File: src/rtl/mext_pkg.sv
// RV32M multiply encodings shared by the EX-stage multiply issue logic.
// funct3 / mulsel constants, FSM states, cache tag type, decode helper.
package mext_pkg;

  localparam logic [2:0] F3_MUL    = 3'b000;
  localparam logic [2:0] F3_MULH   = 3'b001;
  localparam logic [2:0] F3_MULHSU = 3'b010;
  localparam logic [2:0] F3_MULHU  = 3'b011;

  localparam logic [2:0] MS_IDLE   = 3'b000;
  localparam logic [2:0] MS_MUL    = 3'b001;
  localparam logic [2:0] MS_MULH   = 3'b010;
  localparam logic [2:0] MS_MULHSU = 3'b011;
  localparam logic [2:0] MS_MULHU  = 3'b100;

  typedef enum logic [1:0] {
    IDLE,
    BUSY,
    DONE
  } state_t;

  // {funct3, rs1, rs2}
  typedef logic [66:0] mtag_t;

  function automatic logic [2:0] f3_to_mulsel(
    input logic [2:0] f3
  );
    logic [2:0] s;
    s = MS_IDLE;
    unique case (1'b1)
      (f3 == F3_MUL):    s = MS_MUL;
      (f3 == F3_MULH):   s = MS_MULH;
      (f3 == F3_MULHSU): s = MS_MULHSU;
      (f3 == F3_MULHU):  s = MS_MULHU;
      default:           s = MS_IDLE;
    endcase
    return s;
  endfunction

endpackage

File: src/rtl/mul_issue_ctrl_if.sv
// Bus between the multiply issue sequencer and the Multiplier.
// master: drives mul_sel/mul_a/mul_b; slave: returns mul_ready/mul_res.
interface mul_issue_ctrl_if;

  logic [2:0]  mul_sel;
  logic [31:0] mul_a;
  logic [31:0] mul_b;
  logic        mul_ready;
  logic [31:0] mul_res;

  modport master (
    output mul_sel,
    output mul_a,
    output mul_b,
    input  mul_ready,
    input  mul_res
  );

  modport slave (
    input  mul_sel,
    input  mul_a,
    input  mul_b,
    output mul_ready,
    output mul_res
  );

endinterface

File: src/rtl/mul_result_cache.sv
// One-entry last-result cache: valid bit, {funct3,rs1,rs2} tag, data.
// Ports: write (wr_*), invalidate (inv), lookup (lk_* -> hit, rd_data).
module mul_result_cache
  import mext_pkg::*;
#(
  parameter bit EN = 1'b1
) (
  input  logic        clk,
  input  logic        rst,
  input  logic        wr_en,
  input  logic        inv,
  input  logic [2:0]  wr_f3,
  input  logic [31:0] wr_a,
  input  logic [31:0] wr_b,
  input  logic [31:0] wr_data,
  input  logic [2:0]  lk_f3,
  input  logic [31:0] lk_a,
  input  logic [31:0] lk_b,
  output logic        hit,
  output logic [31:0] rd_data
);

  logic        vld_q;
  mtag_t       tag_q;
  logic [31:0] data_q;

  always_ff @(posedge clk or negedge rst) begin
    if (!rst) begin
      vld_q  <= 1'b0;
      tag_q  <= '0;
      data_q <= '0;
    end else if (inv) begin
      vld_q  <= 1'b0;
    end else if (wr_en) begin
      vld_q  <= 1'b1;
      tag_q  <= {wr_f3, wr_a, wr_b};
      data_q <= wr_data;
    end
  end

  assign hit = EN & vld_q &
               (tag_q == {lk_f3, lk_a, lk_b});
  assign rd_data = data_q;

endmodule

File: src/rtl/mul_issue_ctrl.sv
// EX-stage multiply sequencer: issue, stall, writeback pulse, timeout.
// Ports: ex_* request, flush, mif (Multiplier bus), stall, wb_*, mul_err.
module mul_issue_ctrl
  import mext_pkg::*;
#(
  parameter bit          CACHE_EN = 1'b1,
  parameter int unsigned TIMEOUT  = 15
) (
  input  logic        clk,
  input  logic        rst,
  input  logic        ex_valid,
  input  logic        ex_is_mul,
  input  logic [2:0]  ex_funct3,
  input  logic [31:0] ex_rs1,
  input  logic [31:0] ex_rs2,
  input  logic [4:0]  ex_rd,
  input  logic        flush,
  mul_issue_ctrl_if.master mif,
  output logic        stall,
  output logic        wb_valid,
  output logic [4:0]  wb_rd,
  output logic [31:0] wb_data,
  output logic        mul_err
);

  localparam int CW = $clog2(TIMEOUT + 1);

  state_t      state_q;
  state_t      state_d;
  logic [2:0]  f3_q;
  logic [31:0] a_q;
  logic [31:0] b_q;
  logic [4:0]  rd_q;
  logic [CW-1:0] cnt_q;
  logic [31:0] wbd_q;

  logic        req;
  logic        go;
  logic        hit;
  logic [31:0] c_data;
  logic        c_wr;
  logic        tmo;

  assign req = ex_valid & ex_is_mul & ~flush;

  // mul_ready still high means the Multiplier has not drained yet
  assign go = req &
              (f3_to_mulsel(ex_funct3) != MS_IDLE) &
              ~mif.mul_ready;

  assign tmo = (cnt_q == CW'(TIMEOUT - 1));

  assign c_wr = (state_q == BUSY) &
                ~flush & mif.mul_ready;

  mul_result_cache #(
    .EN(CACHE_EN)
  ) u_cache (
    .clk     (clk),
    .rst     (rst),
    .wr_en   (c_wr),
    .inv     (1'b0),
    .wr_f3   (f3_q),
    .wr_a    (a_q),
    .wr_b    (b_q),
    .wr_data (mif.mul_res),
    .lk_f3   (ex_funct3),
    .lk_a    (ex_rs1),
    .lk_b    (ex_rs2),
    .hit     (hit),
    .rd_data (c_data)
  );

  always_comb begin
    state_d     = state_q;
    mif.mul_sel = MS_IDLE;
    mul_err     = 1'b0;
    wb_valid    = 1'b0;
    unique case (state_q)
      IDLE: begin
        if (go)
          state_d = hit ? DONE : BUSY;
      end
      BUSY: begin
        // mul_sel=000 is also what aborts the Multiplier
        mif.mul_sel = f3_to_mulsel(f3_q);
        if (flush) begin
          state_d = IDLE;
        end else if (mif.mul_ready) begin
          state_d = DONE;
        end else if (tmo) begin
          mul_err = 1'b1;
          state_d = DONE;
        end
      end
      DONE: begin
        wb_valid = ~flush;
        state_d  = IDLE;
      end
      default: state_d = IDLE;
    endcase
  end

  assign stall     = req & (state_q != DONE);
  assign mif.mul_a = a_q;
  assign mif.mul_b = b_q;
  assign wb_rd     = rd_q;
  assign wb_data   = wbd_q;

  always_ff @(posedge clk or negedge rst) begin
    if (!rst) begin
      state_q <= IDLE;
      f3_q    <= '0;
      a_q     <= '0;
      b_q     <= '0;
      rd_q    <= '0;
      cnt_q   <= '0;
      wbd_q   <= '0;
    end else begin
      state_q <= state_d;
      if ((state_q == IDLE) && go) begin
        f3_q  <= ex_funct3;
        a_q   <= ex_rs1;
        b_q   <= ex_rs2;
        rd_q  <= ex_rd;
        cnt_q <= '0;
        if (hit)
          wbd_q <= c_data;
      end
      if (state_q == BUSY) begin
        cnt_q <= cnt_q + 1'b1;
        if (!flush && mif.mul_ready)
          wbd_q <= mif.mul_res;
        else if (mul_err)
          wbd_q <= '0;
      end
    end
  end

endmodule

File: src/flat_wrapper.sv
// flat-port wrapper written by rule: the top's interface ports become plain ports
module mul_issue_ctrl_flat import mext_pkg::*;
#(
  parameter bit          CACHE_EN = 1'b1,
  parameter int unsigned TIMEOUT  = 15
)
  (clk, rst, ex_valid, ex_is_mul, ex_funct3, ex_rs1, ex_rs2, ex_rd, flush, stall, wb_valid, wb_rd, wb_data, mul_err, mif_mul_sel, mif_mul_a, mif_mul_b, mif_mul_ready, mif_mul_res);
  mul_issue_ctrl_if mif_i ();
  input  logic clk;
  input  logic rst;
  input  logic ex_valid;
  input  logic ex_is_mul;
  input  logic [2:0] ex_funct3;
  input  logic [31:0] ex_rs1;
  input  logic [31:0] ex_rs2;
  input  logic [4:0] ex_rd;
  input  logic flush;
  output logic stall;
  output logic wb_valid;
  output logic [4:0] wb_rd;
  output logic [31:0] wb_data;
  output logic mul_err;
  output wire logic [$bits(mif_i.mul_sel)-1:0] mif_mul_sel;
  output wire logic [$bits(mif_i.mul_a)-1:0] mif_mul_a;
  output wire logic [$bits(mif_i.mul_b)-1:0] mif_mul_b;
  input wire logic [$bits(mif_i.mul_ready)-1:0] mif_mul_ready;
  input wire logic [$bits(mif_i.mul_res)-1:0] mif_mul_res;
  assign mif_mul_sel = mif_i.mul_sel;
  assign mif_mul_a = mif_i.mul_a;
  assign mif_mul_b = mif_i.mul_b;
  assign mif_i.mul_ready = mif_mul_ready;
  assign mif_i.mul_res = mif_mul_res;
  mul_issue_ctrl #(.CACHE_EN(CACHE_EN), .TIMEOUT(TIMEOUT)) u_core (.clk(clk), .rst(rst), .ex_valid(ex_valid), .ex_is_mul(ex_is_mul), .ex_funct3(ex_funct3), .ex_rs1(ex_rs1), .ex_rs2(ex_rs2), .ex_rd(ex_rd), .flush(flush), .mif(mif_i), .stall(stall), .wb_valid(wb_valid), .wb_rd(wb_rd), .wb_data(wb_data), .mul_err(mul_err));
endmodule
File: config.mk
export PLATFORM = sky130hd
export DESIGN_NAME = mul_issue_ctrl_flat
export DESIGN_NICKNAME = d
export VERILOG_FILES = /design/src/rtl/mext_pkg.sv /design/src/rtl/mul_issue_ctrl_if.sv /design/src/rtl/mul_result_cache.sv /design/src/rtl/mul_issue_ctrl.sv /design/src/flat_wrapper.sv
export SDC_FILE = /design/constraint.sdc
export NUM_CORES = 1
export LEC_CHECK = 0
export ABC_AREA = 1
export BUFFER_PORTS_ARGS = -buffer_cell sky130_fd_sc_hd__buf_2
export CELL_PAD_IN_SITES_DETAIL_PLACEMENT = 1
export CELL_PAD_IN_SITES_GLOBAL_PLACEMENT = 1
export CORE_ASPECT_RATIO = 0.7
export CORE_MARGIN = 2
export CORE_UTILIZATION = 40
export DETAILED_ROUTE_END_ITERATION = 6
export PLACE_DENSITY_LB_ADDON = 0.1
export SYNTH_ARGS = -nofsm -noshare
export SYNTH_HDL_FRONTEND = slang
export SYNTH_SLANG_ARGS = --single-unit
File: constraint.sdc
create_clock -name clk -period 2 [get_ports clk]
set_input_delay 0.1 -clock clk [delete_from_list [all_inputs] [get_ports clk]]
set_output_delay 0.1 -clock clk [all_outputs]
set_load 0.02 [all_outputs]
Word-level counts from Yosys, hierarchy flattened
Index checks and enable logic that the tools add are counted.

Add/sub/neg operators: 1. Equality and inequality tests: 13. Muxes and demuxes: 21. Bitwise logic cells: 10. Reductions and logical operators: 9.

Operator list (number): $mux 32 (5); $eq 67x67->1 (1); $pmux 3 s4 (2); $eq 3x2->1 const B (4); $mux 2 (5); $and 1x1->1 (8); $mux 4 (2); $eq 3x1->1 const B (2); $logic_not 3->1 (2); $mux 1 (5); $add 4x1->4 const B (1); $eq 4x4->1 const B (1); $ne 4x3->1 const B (1); $pmux 2 s2 (1); $mux 3 (1); $reduce_bool 3->1 (1); $eq 2x1->1 const B (1); $eq 2x2->1 const B (1); $logic_and 1x1->1 (2); $logic_not 2->1 (1); $ne 2x1->1 const B (1); $ne 2x2->1 const B (1); $not 1->1 (2); $reduce_and 2->1 (1); 2 further kinds (2).

Bits in registers: 210. Input port bits: 110. Output and inout bits: 107.

Longest topological paths before layout
Depth after elaboration: 10. Depth in mapped cells: 14. Depth with buffers taken out: 13.

Modules after synthesis
Synthesis repeated with hierarchy kept, for this count alone.

Cell total of the unflattened synthesis: 1151. Area, all modules: 9836.9 µm².

Modules (own cells, without submodules): mul_issue_ctrl (instances 1, cells an instance 633, area an instance 4951.0 µm², seq. area each 2752.6 µm²); mul_result_cache (instances 1, cells an instance 518, area an instance 4885.9 µm², seq. area each 2502.4 µm²).

Least setup slack after synthesis
Ideal clock, no wire load.

Path type: register -> register. From: register u_core.u_cache.tag_q[54]. To: register u_core.wbd_q[23] (netlist: u_core.wb_data[23]). Library setup time: 117 ps. Arrival: 1414 ps. Required time: 1883 ps. Slack: 468 ps. Stages on the path, launching flop included: 12. Cell sequence: dfrtp_1 -> xnor2_1 -> nand2_1 -> nor2_1 -> nand2_1 -> nor2_2 -> nand3_2 -> nor2_4 -> buf_6 -> nand3_1 -> nand3_1 -> nand2_1.

Word-level cells in the longest chain between the ends: 7.

Ends and longest elaborated chain: start, declared (line mul_result_cache.sv:24) `mtag_t tag_q;`; start signal, assigned (line mul_result_cache.sv:36) `tag_q <= {wr_f3, wr_a, wr_b};`; $eq 67x67->1 (*) (line mul_result_cache.sv:42) `(tag_q == {lk_f3, lk_a, lk_b});`; $and 1x1->1 (*) (line mul_result_cache.sv:41) `assign hit = EN & vld_q &`; $mux 32 (*) (line mul_issue_ctrl.sv:127) `if (hit)`; $mux 32 (*) (line mul_issue_ctrl.sv:121) `if ((state_q == IDLE) && go) begin`; $mux 32 (line mul_issue_ctrl.sv:134) `else if (mul_err)`; $mux 32 (line mul_issue_ctrl.sv:132) `if (!flush && mif.mul_ready)`; $mux 32 (*) (line mul_issue_ctrl.sv:130) `if (state_q == BUSY) begin`; end signal, assigned (line mul_issue_ctrl.sv:128) `wbd_q <= c_data;`; end signal, assigned (line mul_issue_ctrl.sv:133) `wbd_q <= mif.mul_res;`; end, declared (line mul_issue_ctrl.sv:35) `logic [31:0] wbd_q;`.

Mark *: on every way between the ends. The rest lies on a longest branch, timed or not. A chain may end at the register's enable or synchronous reset.

Final worst setup path
From: register u_core.u_cache.tag_q[28]. To: register u_core.wbd_q[23] (netlist: u_core.wb_data[23]).

Same word-level chain as after synthesis.

==> impl_metrics.csv <==
group,metric,value,unit
power,power,14.4,mW
global_route,grt_antenna_before_repair,0,
cells_and_area,final_cell_mix,"nand2_1, buf_2, dfrtp_1, inv_1, o21ai_0",
setup_path,crit_family,"simple AND/OR/NAND/NOR gates",
drt,drc,0,
yosys,yosys_warnings,0,
placed_design,dpl.hpwl,24800,um
cells_and_area,instances_no_fill,1988,
yosys,synth_flop_cell,"dfrtp_1",
cells_and_area,final_util,55.0,%
floorplan,rows,48,
yosys,syn_area,0.0102,mm^2
run_status,status,"finished, violations left",
setup_path,cp_max_fo,8,
floorplan,dieArea,0.0267,mm^2
yosys,synth_seq_area_share,51.7,%
placed_design,post-place-ws,-0.0281,ns
global_route,gr-total-overflow,0,
power,power_density,1050,mW/mm^2
yosys,yosysTopAreaCell,"dfrtp_1",
timing,hold_slack,0.0237,ns
timing,period_share,100,%
global_route,grt_usage,26.6,%
setup_path,cp-end-kind,"flip-flop",
yosys,ys_ff_latch,210,
yosys,synth_area_leaders,"dfrtp_1, nand2_1, inv_1",
floorplan,start_util,41.0,%
setup_path,cp_num_buf_inv,2,
timing,slew-limit-headroom,56.4,%
yosys,ys_types,33,
placed_design,place_congestion,0.852,
drt,initialDrtViolationCount,560,
cells_and_area,seq_area,0.00526,mm^2
timing,setup_viol,1,
global_route,grt_pass1_wl,55600,um
timing,hold_viol,0,
global_route,grt_pass1_vias,10300,
setup_path,crit_path_top_delay_cell,"dfrtp_1",
cells_and_area,stdcell_area,0.0137,mm^2
placed_design,io_buffers,216,
run_status,violations,"negative setup slack",
timing,rsz0062_at_grt,"true",
yosys,async_flop_share,100,%
setup_path,cp_data_arrival_time,2.40,ns
yosys,synthCells,1320,
drt,routed_via_density,4.94,
clock_tree,clk_pin_slew,0.07,ns
placed_design,placed_cell_area,0.0116,mm^2
setup_path,cp_data_required_time,2.40,ns
cells_and_area,fillCellCount,3111,
drt,vias,9813,
clock_tree,clockBufferDepth,3,
yosys,synth_edf_count,0,
yosys,yosysTopAreaCellShare,51.7,%
timing,fmax,499,MHz
clock_tree,clk_latency,0.51,ns
floorplan,chipWidth,195,um
cells_and_area,layout_commonest_cell,"nand2_1",
timing,final.min_clock_period,2.00,ns
clock_tree,cts_tree,"yes",
clock_tree,numCtsBuffers,22,
worst_hold_path,hp-class,"in -> reg",
floorplan,fp.dieH,137,um
yosys,synthesis.nets,1432,
run,maxCapViolations,0,
cells_and_area,multi_input_area,0.00387,mm^2
setup_path,crit_path_cell_trace,"xnor2_2 > nand2_1 > nor2_1 > nand2_1 > nor2_2 > nand3_2 > nor2_4 > buf_12 > clkbuf_16 > nand3_1 > nand3_1 > nand2_1",
drt,drt_wl_total,35900,um
global_route,grt_max_degree,91,
clock_tree,h-tree-depth,1,
drt,dr.pass1.iters,5,
floorplan,pin_count,217,
setup_path,cp_slowest_stage_delay,0.41,ns
timing,slew_violations,0,
timing,fin_skew,0.0127,ns
clock_tree,cts-root-buf,"clkbuf_16",
cells_and_area,fin_nets,1758,
placed_design,dp_cells,1833,
setup_path,path_class,"reg -> reg",
power,power.leakage,7.40,nW
drt,ant_nets,0,
setup_path,cp_common_cell,"nand2_1",
drt,wl_per_cell,18.0,um
clock_tree,numClockSinks,210,
setup_path,setup.worst_path.start_class,"flip-flop",
cells_and_area,drive_above_1_share,20.5,%
cells_and_area,syn2layout_area_growth,34.2,%
timing,tns,-0.00491,ns
floorplan,core,0.0248,mm^2
timing,worstMarginPinSlew,0.654,ns
power,ir_drop,0.000768,V
timing,setup_slack,-0.00491,ns
yosys,avgSynthCellArea,7.70,um^2
[registers in the layout, indices dropped and copies added (netlist names)]
name,cells
u_core.u_cache.tag_q,67
u_core.u_cache.rd_data,32
u_core.mif.mul_a,32
u_core.f3_q,3
u_core.mif.mul_b,32
u_core.state_q,2
u_core.u_cache.vld_q,1
u_core.cnt_q,4
u_core.wb_data,32
u_core.wb_rd,5
[tightest hold or removal path, cell delays in order]
cell     delay, ns
buf_2         0.10
inv_1         0.08
nand3_1       0.12
o21ai_0       0.09
[worst paths after layout]
path | start | to | slack (ns) | depth (start not counted)
worst max-delay path | u_core.u_cache.tag_q[28] | u_core.wb_data[23] | -0.005 | 12
worst min-delay path | mif_mul_ready | u_core.state_q[0] | 0.02 | 4
worst max register to register | u_core.u_cache.tag_q[28] | u_core.wb_data[23] | -0.005 | 12
worst min register to register | u_core.wb_rd[2] | u_core.wb_rd[2] | 0.47 | 2
max in group asynchronous | rst | u_core.u_cache.rd_data[21] | 1.11 | 3
min in group asynchronous | rst | u_core.u_cache.tag_q[14] | 0.15 | 2
[routing by layer]
layer | part of all wire, % | vias up | wire length [um] | track usage, %
met2 | 43 | 259 | 15600 | 40.7
li1 | - | 4695 | - | -
met4 | 1.5 | 0 | 520 | 4.57
met3 | 5.5 | 34 | 1960 | 4.33
met5 | 0 | - | 0 | 0
met1 | 50 | 4825 | 17800 | 40.1
[synthesized netlist by cell type (2+ instances only)]
library cell,instances
nand3_1,77
o21ai_1,43
buf_1,2
a21oi_1,2
nor2_2,6
nor3_1,3
dfrtp_1,210
buf_4,13
xnor2_1,12
buf_2,19
o21ai_2,8
xor2_1,5
ha_1,2
buf_6,12
inv_1,198
o21ai_0,118
nand4_1,16
nand2_1,484
o22ai_1,2
nor2_1,57
a21oi_2,2
inv_2,13
clkbuf_1,3
nor2_4,2
or2_2,3
[area by class of cell]
class	count	share of cell area (%)
clock inverter	11	1.14
timing repair buffer	351	18.5
clock buffer	29	4.67
inverter	211	5.82
sequential	210	38.5
antenna	1	0.0183
multi-input combinational	850	28.3
tap	325	2.98
[repair_timing]
action                                  4_1_cts  5_1_grt
endpoints found under the setup margin       32       45
endpoints found under the hold margin       205        0
cloned                                        0        3
hold buffers                                105        0
buffers inserted                              0        6
resized for setup                             4       14
pin swaps                                     0        6
[report_power, final]
| part | switching [mW] | internal [mW] | leakage [nW] |
|---|---|---|---|
| clock network | 1.78 | 2.76 | 0.398 |
| registers | 0.665 | 5.24 | 2.54 |
| logic | 2.51 | 1.41 | 4.46 |
| total | 4.95 | 9.41 | 7.40 |
[cells by family (layout without fill, tap and decap cells)]
group / after synthesis / after routing / synth area share, %
and+or+nand+nor: 655 / 655 / 26.3
AOI/OAI and AO/OA: 176 / 176 / 9.08
xor gates and xnor gates: 17 / 17 / 1.46
buffers and inverters: 260 / 602 / 11.2
DFF: 210 / 210 / 51.7
adders and majority gates: 2 / 2 / 0.246
other: 0 / 1 / 0
Power figures use the tool's default switching activity.
